**config.mk**
```make
export PLATFORM = sky130hd
export DESIGN_NAME = am4_useq
export DESIGN_NICKNAME = d
export VERILOG_FILES = /design/src/rtl/am4_useq_pkg.sv /design/src/rtl/am4_useq_ustack.sv /design/src/rtl/am4_useq.sv
export SDC_FILE = /design/constraint.sdc
export NUM_CORES = 1
export LEC_CHECK = 0
export CELL_PAD_IN_SITES_DETAIL_PLACEMENT = 2
export CELL_PAD_IN_SITES_GLOBAL_PLACEMENT = 2
export CORE_MARGIN = 4
export CORE_UTILIZATION = 37
export CTS_CLUSTER_DIAMETER = 50
export CTS_CLUSTER_SIZE = 40
export DETAILED_ROUTE_END_ITERATION = 10
export PLACE_DENSITY_LB_ADDON = 0.1
export SETUP_SLACK_MARGIN = 0.3
export SYNTH_ARGS = -nofsm -noshare
export SYNTH_HDL_FRONTEND = slang
export SYNTH_SLANG_ARGS = --single-unit
```
**constraint.sdc**
```tcl
create_clock -name clk -period 3.5 [get_ports clk]
set_input_delay 0.7 -clock clk [delete_from_list [all_inputs] [get_ports clk]]
set_output_delay 0.7 -clock clk [all_outputs]
set_load 0.005 [all_outputs]
```
**src/rtl/am4_useq_pkg.sv**
```systemverilog
// am4_useq_pkg: shared constants for the microprogram sequencer slice.
//   AW_DEF / SD_DEF : default microaddress width and return-stack depth
//   SEL_*           : encodings of the address-select input s
//   ptr_width()     : width needed for a stack pointer that counts 0..sd
package am4_useq_pkg;

    localparam int AW_DEF = 12;
    localparam int SD_DEF = 4;

    localparam logic [1:0] SEL_PC = 2'b00;
    localparam logic [1:0] SEL_RA = 2'b01;
    localparam logic [1:0] SEL_SP = 2'b10;
    localparam logic [1:0] SEL_DI = 2'b11;

    // The pointer must represent SD itself (full), not just SD-1.
    function automatic int ptr_width(input int sd);
        return (sd < 1) ? 1 : $clog2(sd + 1);
    endfunction

endpackage

```
**src/rtl/am4_useq_ustack.sv**
```systemverilog
// am4_ustack: return-address stack for the sequencer.
//   clk, rst        : clock, synchronous active-high reset
//   fe_n_i, pup_i   : stack enable (active-low) and direction (1 push, 0 pop)
//   push_data_i     : value written on a push (the pre-edge uPC)
//   top_o           : current top entry, 0 when empty
//   full_o, empty_o : pointer == SD / pointer == 0
//   ovf_o           : sticky push-while-full or pop-while-empty flag
module am4_ustack
    import am4_useq_pkg::*;
#(
    parameter int AW = AW_DEF,
    parameter int SD = SD_DEF
) (
    input  logic          clk,
    input  logic          rst,
    input  logic          fe_n_i,
    input  logic          pup_i,
    input  logic [AW-1:0] push_data_i,
    output logic [AW-1:0] top_o,
    output logic          full_o,
    output logic          empty_o,
    output logic          ovf_o
);

    localparam int PW = ptr_width(SD);
    localparam int IW = (SD > 1) ? $clog2(SD) : 1;

    logic [PW-1:0] sp_q;
    logic [PW-1:0] sp_d;
    logic          ovf_q;
    logic          ovf_d;
    logic [AW-1:0] mem_q [SD];
    logic          wr_en_s;
    logic [IW-1:0] wr_idx_s;
    logic [PW-1:0] top_idx_s;

    assign full_o    = (sp_q == PW'(SD));
    assign empty_o   = (sp_q == {PW{1'b0}});
    assign ovf_o     = ovf_q;
    assign top_idx_s = sp_q - PW'(1);
    assign top_o     = empty_o ? {AW{1'b0}} : mem_q[top_idx_s[IW-1:0]];

    // Next pointer, write port and overflow flag from the stack request.
    always_comb begin
        sp_d     = sp_q;
        ovf_d    = ovf_q;
        wr_en_s  = 1'b0;
        wr_idx_s = {IW{1'b0}};
        if (!fe_n_i) begin
            if (pup_i) begin
                wr_en_s = 1'b1;
                if (full_o) begin
                    // Saturate: overwrite the top entry instead of growing.
                    wr_idx_s = IW'(SD - 1);
                    ovf_d    = 1'b1;
                end else begin
                    wr_idx_s = sp_q[IW-1:0];
                    sp_d     = sp_q + PW'(1);
                end
            end else begin
                if (empty_o) begin
                    ovf_d = 1'b1;
                end else begin
                    sp_d = sp_q - PW'(1);
                end
            end
        end else begin
            sp_d = sp_q;
        end
    end

    // Stack state registers; reset clears every entry so nothing survives.
    always_ff @(posedge clk) begin
        if (rst) begin
            sp_q  <= {PW{1'b0}};
            ovf_q <= 1'b0;
            for (int i = 0; i < SD; i++) begin
                mem_q[i] <= {AW{1'b0}};
            end
        end else begin
            sp_q  <= sp_d;
            ovf_q <= ovf_d;
            if (wr_en_s) begin
                mem_q[wr_idx_s] <= push_data_i;
            end
        end
    end

endmodule

```
**src/rtl/am4_useq.sv**
```systemverilog
// am4_useq: microprogram sequencer (uPC, loop counter R, return stack).
//   clk, rst   : clock, synchronous active-high reset
//   s          : next-address select (uPC, R, stack top, di)
//   fe_n, pup  : stack enable / direction
//   ctl_n      : load R from di; cte_n : decrement R
//   di         : direct address and counter load data
//   ci         : uPC increment carry-in
//   y          : next microaddress (combinational from pre-edge state)
//   cz         : R == 0;  full / empty / ovf : stack status
module am4_useq
    import am4_useq_pkg::*;
#(
    parameter int AW = AW_DEF,
    parameter int SD = SD_DEF
) (
    input  logic          clk,
    input  logic          rst,
    input  logic [1:0]    s,
    input  logic          fe_n,
    input  logic          pup,
    input  logic          ctl_n,
    input  logic          cte_n,
    input  logic [AW-1:0] di,
    input  logic          ci,
    output logic [AW-1:0] y,
    output logic          cz,
    output logic          full,
    output logic          empty,
    output logic          ovf
);

    logic [AW-1:0] upc_q;
    logic [AW-1:0] upc_d;
    logic [AW-1:0] r_q;
    logic [AW-1:0] r_d;
    logic [AW-1:0] top_s;

    am4_ustack #(
        .AW (AW),
        .SD (SD)
    ) u_stack (
        .clk         (clk),
        .rst         (rst),
        .fe_n_i      (fe_n),
        .pup_i       (pup),
        .push_data_i (upc_q),
        .top_o       (top_s),
        .full_o      (full),
        .empty_o     (empty),
        .ovf_o       (ovf)
    );

    // Output address mux; reads the pre-pop top so a return sees its target.
    always_comb begin
        case (s)
            SEL_PC:  y = upc_q;
            SEL_RA:  y = r_q;
            SEL_SP:  y = top_s;
            SEL_DI:  y = di;
            default: y = upc_q;
        endcase
    end

    assign upc_d = y + AW'(ci);
    assign cz    = (r_q == {AW{1'b0}});

    // Counter next state: load beats decrement.
    always_comb begin
        r_d = r_q;
        if (!ctl_n) begin
            r_d = di;
        end else if (!cte_n) begin
            r_d = r_q - AW'(1);
        end else begin
            r_d = r_q;
        end
    end

    // uPC and counter registers.
    always_ff @(posedge clk) begin
        if (rst) begin
            upc_q <= {AW{1'b0}};
            r_q   <= {AW{1'b0}};
        end else begin
            upc_q <= upc_d;
            r_q   <= r_d;
        end
    end

endmodule

```
==> metrics.txt <==
# TYPE chip_impl_metric gauge
chip_impl_metric{name="floorplan.die.height",unit="um"} 111.4
chip_impl_info{name="setup.worst_path.start",value="u_stack.sp_q[1]"} 1
chip_impl_info{name="postSynth.topFlopCell",value="sky130_fd_sc_hd__edfxtp_1"} 1
chip_impl_metric{name="number_of_slew_limit_violations_in_the_final_report",unit=""} 0
chip_impl_metric{name="ios",unit=""} 37
chip_impl_info{name="timing_worst_setup_path_type",value="reg -> out"} 1
chip_impl_metric{name="io_buffers",unit=""} 36
chip_impl_metric{name="setup_tns",unit="ns"} 0
chip_impl_metric{name="grt_start_max_net_pins",unit=""} 33
chip_impl_metric{name="post-route-period-util",unit="%"} 88.70
chip_impl_metric{name="die_area",unit="um^2"} 12400
chip_impl_metric{name="total_switching_power",unit="W"} 0.0007273
chip_impl_metric{name="detail_route.vias_per_cell",unit=""} 5.213
chip_impl_metric{name="worst_ir_drop_on_vdd",unit="mV"} 0.3557
chip_impl_info{name="status",value="finished clean"} 1
chip_impl_info{name="worst_setup_path_end_kind",value="output port"} 1
chip_impl_metric{name="antenna_violating_nets_remaining",unit=""} 0
chip_impl_metric{name="wl_per_cell",unit="um"} 19.72
chip_impl_info{name="r2r_start",value="u_stack.sp_q[0]"} 1
chip_impl_info{name="r2r-end",value="upc_q[9]"} 1
chip_impl_info{name="crit_path_cell_trace",value="inv_2 > ha_4 > mux4_2 > and3_1 > o22ai_2 > inv_1 > clkdlybuf4s50_1"} 1
chip_impl_metric{name="worst_clock_skew",unit="ns"} 0.01321
chip_impl_metric{name="total_clock_buffers_created_by_cts",unit=""} 9
chip_impl_metric{name="start_util",unit="%"} 38.13
chip_impl_metric{name="cts-root-to-sink-buffers",unit=""} 2
chip_impl_metric{name="tightestPinTransition",unit="ns"} 0.8609
chip_impl_metric{name="finalHoldViolations",unit=""} 0
chip_impl_metric{name="fillCellCount",unit=""} 1111
chip_impl_metric{name="netSwitchingFraction",unit="%"} 30.21
chip_impl_metric{name="period_needed",unit="ns"} 3.104
chip_impl_metric{name="die_x",unit="um"} 111.4
chip_impl_metric{name="worst_skew_pair.late_latency",unit="ns"} 0.36
chip_impl_info{name="crit_end",value="y[10]"} 1
chip_impl_metric{name="num_vias",unit=""} 2961
chip_impl_metric{name="synth_seq_cells",unit=""} 76
chip_impl_metric{name="gp_congestion",unit=""} 0.7619
chip_impl_metric{name="synth_enable_flop_cells",unit=""} 48
chip_impl_metric{name="power_frac_comb",unit="%"} 26.9
chip_impl_metric{name="slew_headroom",unit="%"} 42.42
chip_impl_metric{name="ff2ff_path_depth",unit=""} 12
chip_impl_metric{name="mean_post_synth_cell_area",unit="um^2"} 10.49
chip_impl_metric{name="timing.final.ws_setup",unit="ns"} 0.3955
chip_impl_metric{name="post_synthesis_cell_area",unit="um^2"} 3954
chip_impl_info{name="layout_commonest_cell",value="sky130_fd_sc_hd__nor2_1"} 1
chip_impl_metric{name="remaining_drc_errors",unit=""} 0
chip_impl_info{name="cp-start-kind",value="flip-flop"} 1
chip_impl_metric{name="cts.sinks",unit=""} 76
chip_impl_metric{name="placement.setup.worst_slack",unit="ns"} 0.06116
chip_impl_metric{name="crit_arrival",unit="ns"} 2.40
chip_impl_metric{name="drive_above_1_share",unit="%"} 17.13
chip_impl_metric{name="max_freq",unit="MHz"} 322.1
chip_impl_metric{name="detailed_place_hpwl",unit="mm"} 8.161
chip_impl_metric{name="ctsHtreeMaxLevel",unit=""} 3
chip_impl_metric{name="final_core_util",unit="%"} 46.14
chip_impl_metric{name="maxCapViolations",unit=""} 0
chip_impl_metric{name="critPathRequiredTime",unit="ns"} 2.80
chip_impl_metric{name="path_max_fanout",unit=""} 5
chip_impl_info{name="rsz0062_at_grt",value="no"} 1
chip_impl_info{name="timing.critical_path.slowest_stage_cell",value="sky130_fd_sc_hd__clkdlybuf4s50_1"} 1
chip_impl_metric{name="pwr_density",unit="nW/um^2"} 503.2
chip_impl_metric{name="synthToLayoutAreaGrowth",unit="%"} 21.01
chip_impl_metric{name="worstPathBufferInverterCount",unit=""} 3
chip_impl_metric{name="floorplan.core_area",unit="um^2"} 10370
chip_impl_metric{name="antenna_found_initial",unit=""} 0
chip_impl_metric{name="asyncSetResetFlopFracSynth",unit="%"} 0
chip_impl_metric{name="ys.warnings.count",unit=""} 0
chip_impl_info{name="worst_hold_path_type",value="reg -> reg"} 1
chip_impl_metric{name="post_cts_hold_buffer_count",unit=""} 0
chip_impl_info{name="commonest_cells_after_routing_fill_and_taps_aside",value="sky130_fd_sc_hd__nor2_1 (77), sky130_fd_sc_hd__edfxtp_1 (48), sky130_fd_sc_hd__clkdlybuf4s50_1 (33)"} 1
chip_impl_metric{name="via_count_of_the_first_global_routing_pass",unit=""} 3277
chip_impl_metric{name="power.share.clock",unit="%"} 28.9
chip_impl_metric{name="clkTransAtPathRegs",unit="ns"} 0.09
chip_impl_metric{name="netlist_instances",unit=""} 377
chip_impl_metric{name="antenna_cell_count",unit=""} 0
chip_impl_metric{name="setup-violations-final",unit=""} 0
chip_impl_metric{name="grt_first_pass_wirelength",unit="mm"} 18.30
chip_impl_metric{name="seq_power_share",unit="%"} 44.2
chip_impl_metric{name="worst-path-stages",unit=""} 7
chip_impl_metric{name="p_int",unit="W"} 0.001680
chip_impl_metric{name="ys_seq_area_share",unit="%"} 50.63
chip_impl_metric{name="timing.reg2reg.setup_slack",unit="ns"} 0.68
chip_impl_metric{name="crit_path_max_incr_delay",unit="ns"} 0.45
chip_impl_metric{name="synthesis.nets",unit=""} 404
chip_impl_info{name="clock_tree_from_tritoncts",value="done"} 1
chip_impl_metric{name="postRouteWirelength",unit="mm"} 11.20
chip_impl_info{name="kind_of_cell_with_the_highest_combined_delay_on_the_critical_path",value="buffers and inverters"} 1
chip_impl_metric{name="placementRows",unit=""} 37
chip_impl_metric{name="power.leakage",unit="nW"} 1.845
chip_impl_metric{name="grt_usage",unit="%"} 18.81
chip_impl_metric{name="design.final.nets",unit=""} 454
chip_impl_info{name="clock_tree.root_cell",value="sky130_fd_sc_hd__clkbuf_8"} 1
chip_impl_metric{name="overflow",unit=""} 0
chip_impl_metric{name="drtPass1Iterations",unit=""} 4
chip_impl_metric{name="netlist-cell-type-count",unit=""} 57
chip_impl_metric{name="drt_iter0_markers",unit=""} 112
[state kept, by name, indices dropped and copies added, names as in the netlist]
register and flops:
u_stack.mem_q 48, upc_q 12, u_stack.sp_q 3, u_stack.ovf_o 1, r_q 12
[tightest hold or removal path, stage by stage (launching register included)]
cell and delay (ns):
sky130_fd_sc_hd__dfxtp_1 0.34, sky130_fd_sc_hd__a31oi_1 0.04, sky130_fd_sc_hd__nor2_1 0.08
[cells by family after synthesis]
kind of cell | Yosys count | synth area share, %
AO/OA/AOI/OAI | 54 | 10.10
XOR/XNOR | 17 | 3.766
adder cells (fa/ha/maj) | 6 | 1.899
buffers and inverters | 47 | 6.772
flip-flops | 76 | 50.63
multiplexers | 16 | 8.291
AND/OR/NAND/NOR | 161 | 18.54
[per-stage QoR]
stage | std cells | hold slack, ns | cell area, um^2 | power [W]
6_report | 568 | 0.4975 | 4785 | 0.002408
5_1_grt | 568 | 0.5652 | 4785 | 0.002539
4_1_cts | 565 | 0.5088 | 4735 | 0.002423
3_5_place_dp | 545 | 0.4781 | 4446 | 0.001662
3_3_place_gp | 545 | 0.4639 | 4446 | 0.001647
2_1_floorplan | 377 | 0.4605 | 3954 | 0.001459
[layer usage]
metal	vias up	part of all wire, %	track usage [%]	wire length [um]
met5	-	0	0	0
met4	0	1.6	5.353	176
met3	14	2.3	4.130	255
met2	34	51	33.17	5707
met1	1482	45	23.20	5061
li1	1431	-	-	-
[worst min-delay path by stage]
stage                     cells past startpoint     startpoint             to  slack (ns)
after floorplan                               2  u_stack.ovf_o  u_stack.ovf_o        0.46
after global placement                        2  u_stack.ovf_o  u_stack.ovf_o        0.46
after detailed placement                      2  u_stack.ovf_o  u_stack.ovf_o        0.48
after CTS                                     2  u_stack.ovf_o  u_stack.ovf_o        0.51
after global routing                          2  u_stack.ovf_o  u_stack.ovf_o        0.57
final                                         2  u_stack.ovf_o  u_stack.ovf_o        0.50
[power groups by stage]
stage / Sequential, W / Combinational, W / Clock (W)
finish: 0.00106 / 0.000647 / 0.000696
global route: 0.00107 / 0.000709 / 0.000758
CTS: 0.00106 / 0.000637 / 0.000725
detailed placement: 0.00108 / 0.000582 / 0
global placement: 0.00107 / 0.000572 / 0
floorplan: 0.00106 / 0.000396 / 0
[cells in the mapped netlist (4+ instances only)]
master	n	area [um^2]
sky130_fd_sc_hd__nor2b_1	5	31.28
sky130_fd_sc_hd__clkbuf_1	9	33.78
sky130_fd_sc_hd__nand4_1	6	37.54
sky130_fd_sc_hd__mux4_1	4	105.1
sky130_fd_sc_hd__o21ai_0	6	30.03
sky130_fd_sc_hd__nor2_1	77	289.0
sky130_fd_sc_hd__edfxtp_1	48	1441
sky130_fd_sc_hd__inv_1	24	90.09
sky130_fd_sc_hd__xor2_1	6	52.55
sky130_fd_sc_hd__xnor2_1	11	96.34
sky130_fd_sc_hd__ha_1	6	75.07
sky130_fd_sc_hd__nand2b_1	6	37.54
sky130_fd_sc_hd__a211oi_1	8	60.06
sky130_fd_sc_hd__nand2_1	30	112.6
sky130_fd_sc_hd__mux4_2	8	180.2
sky130_fd_sc_hd__clkbuf_8	6	82.58
sky130_fd_sc_hd__and3_1	4	25.02
sky130_fd_sc_hd__a21oi_1	11	55.05
sky130_fd_sc_hd__nand3_1	16	80.08
sky130_fd_sc_hd__dfxtp_1	28	560.5
[area by class of cell]
| cell class | instances | area [um^2] | share of cell area, % |
|---|---|---|---|
| multi-input combinational | 254 | 1737 | 36.30 |
| clock buffer | 10 | 127.6 | 2.667 |
| inverter | 25 | 93.84 | 1.961 |
| clock inverter | 6 | 71.32 | 1.491 |
| tap | 136 | 170.2 | 3.556 |
| timing repair buffer | 61 | 575.6 | 12.03 |
| sequential | 76 | 2009 | 42.00 |
[what timing repair did]
| action | in CTS | in global routing |
|---|---|---|
| pin swaps | 2 | 1 |
| buffers inserted | 4 | 3 |
| resized for setup | 19 | 10 |
| setup endpoints to repair | 14 | 7 |
Power figures use the tool's default switching activity.
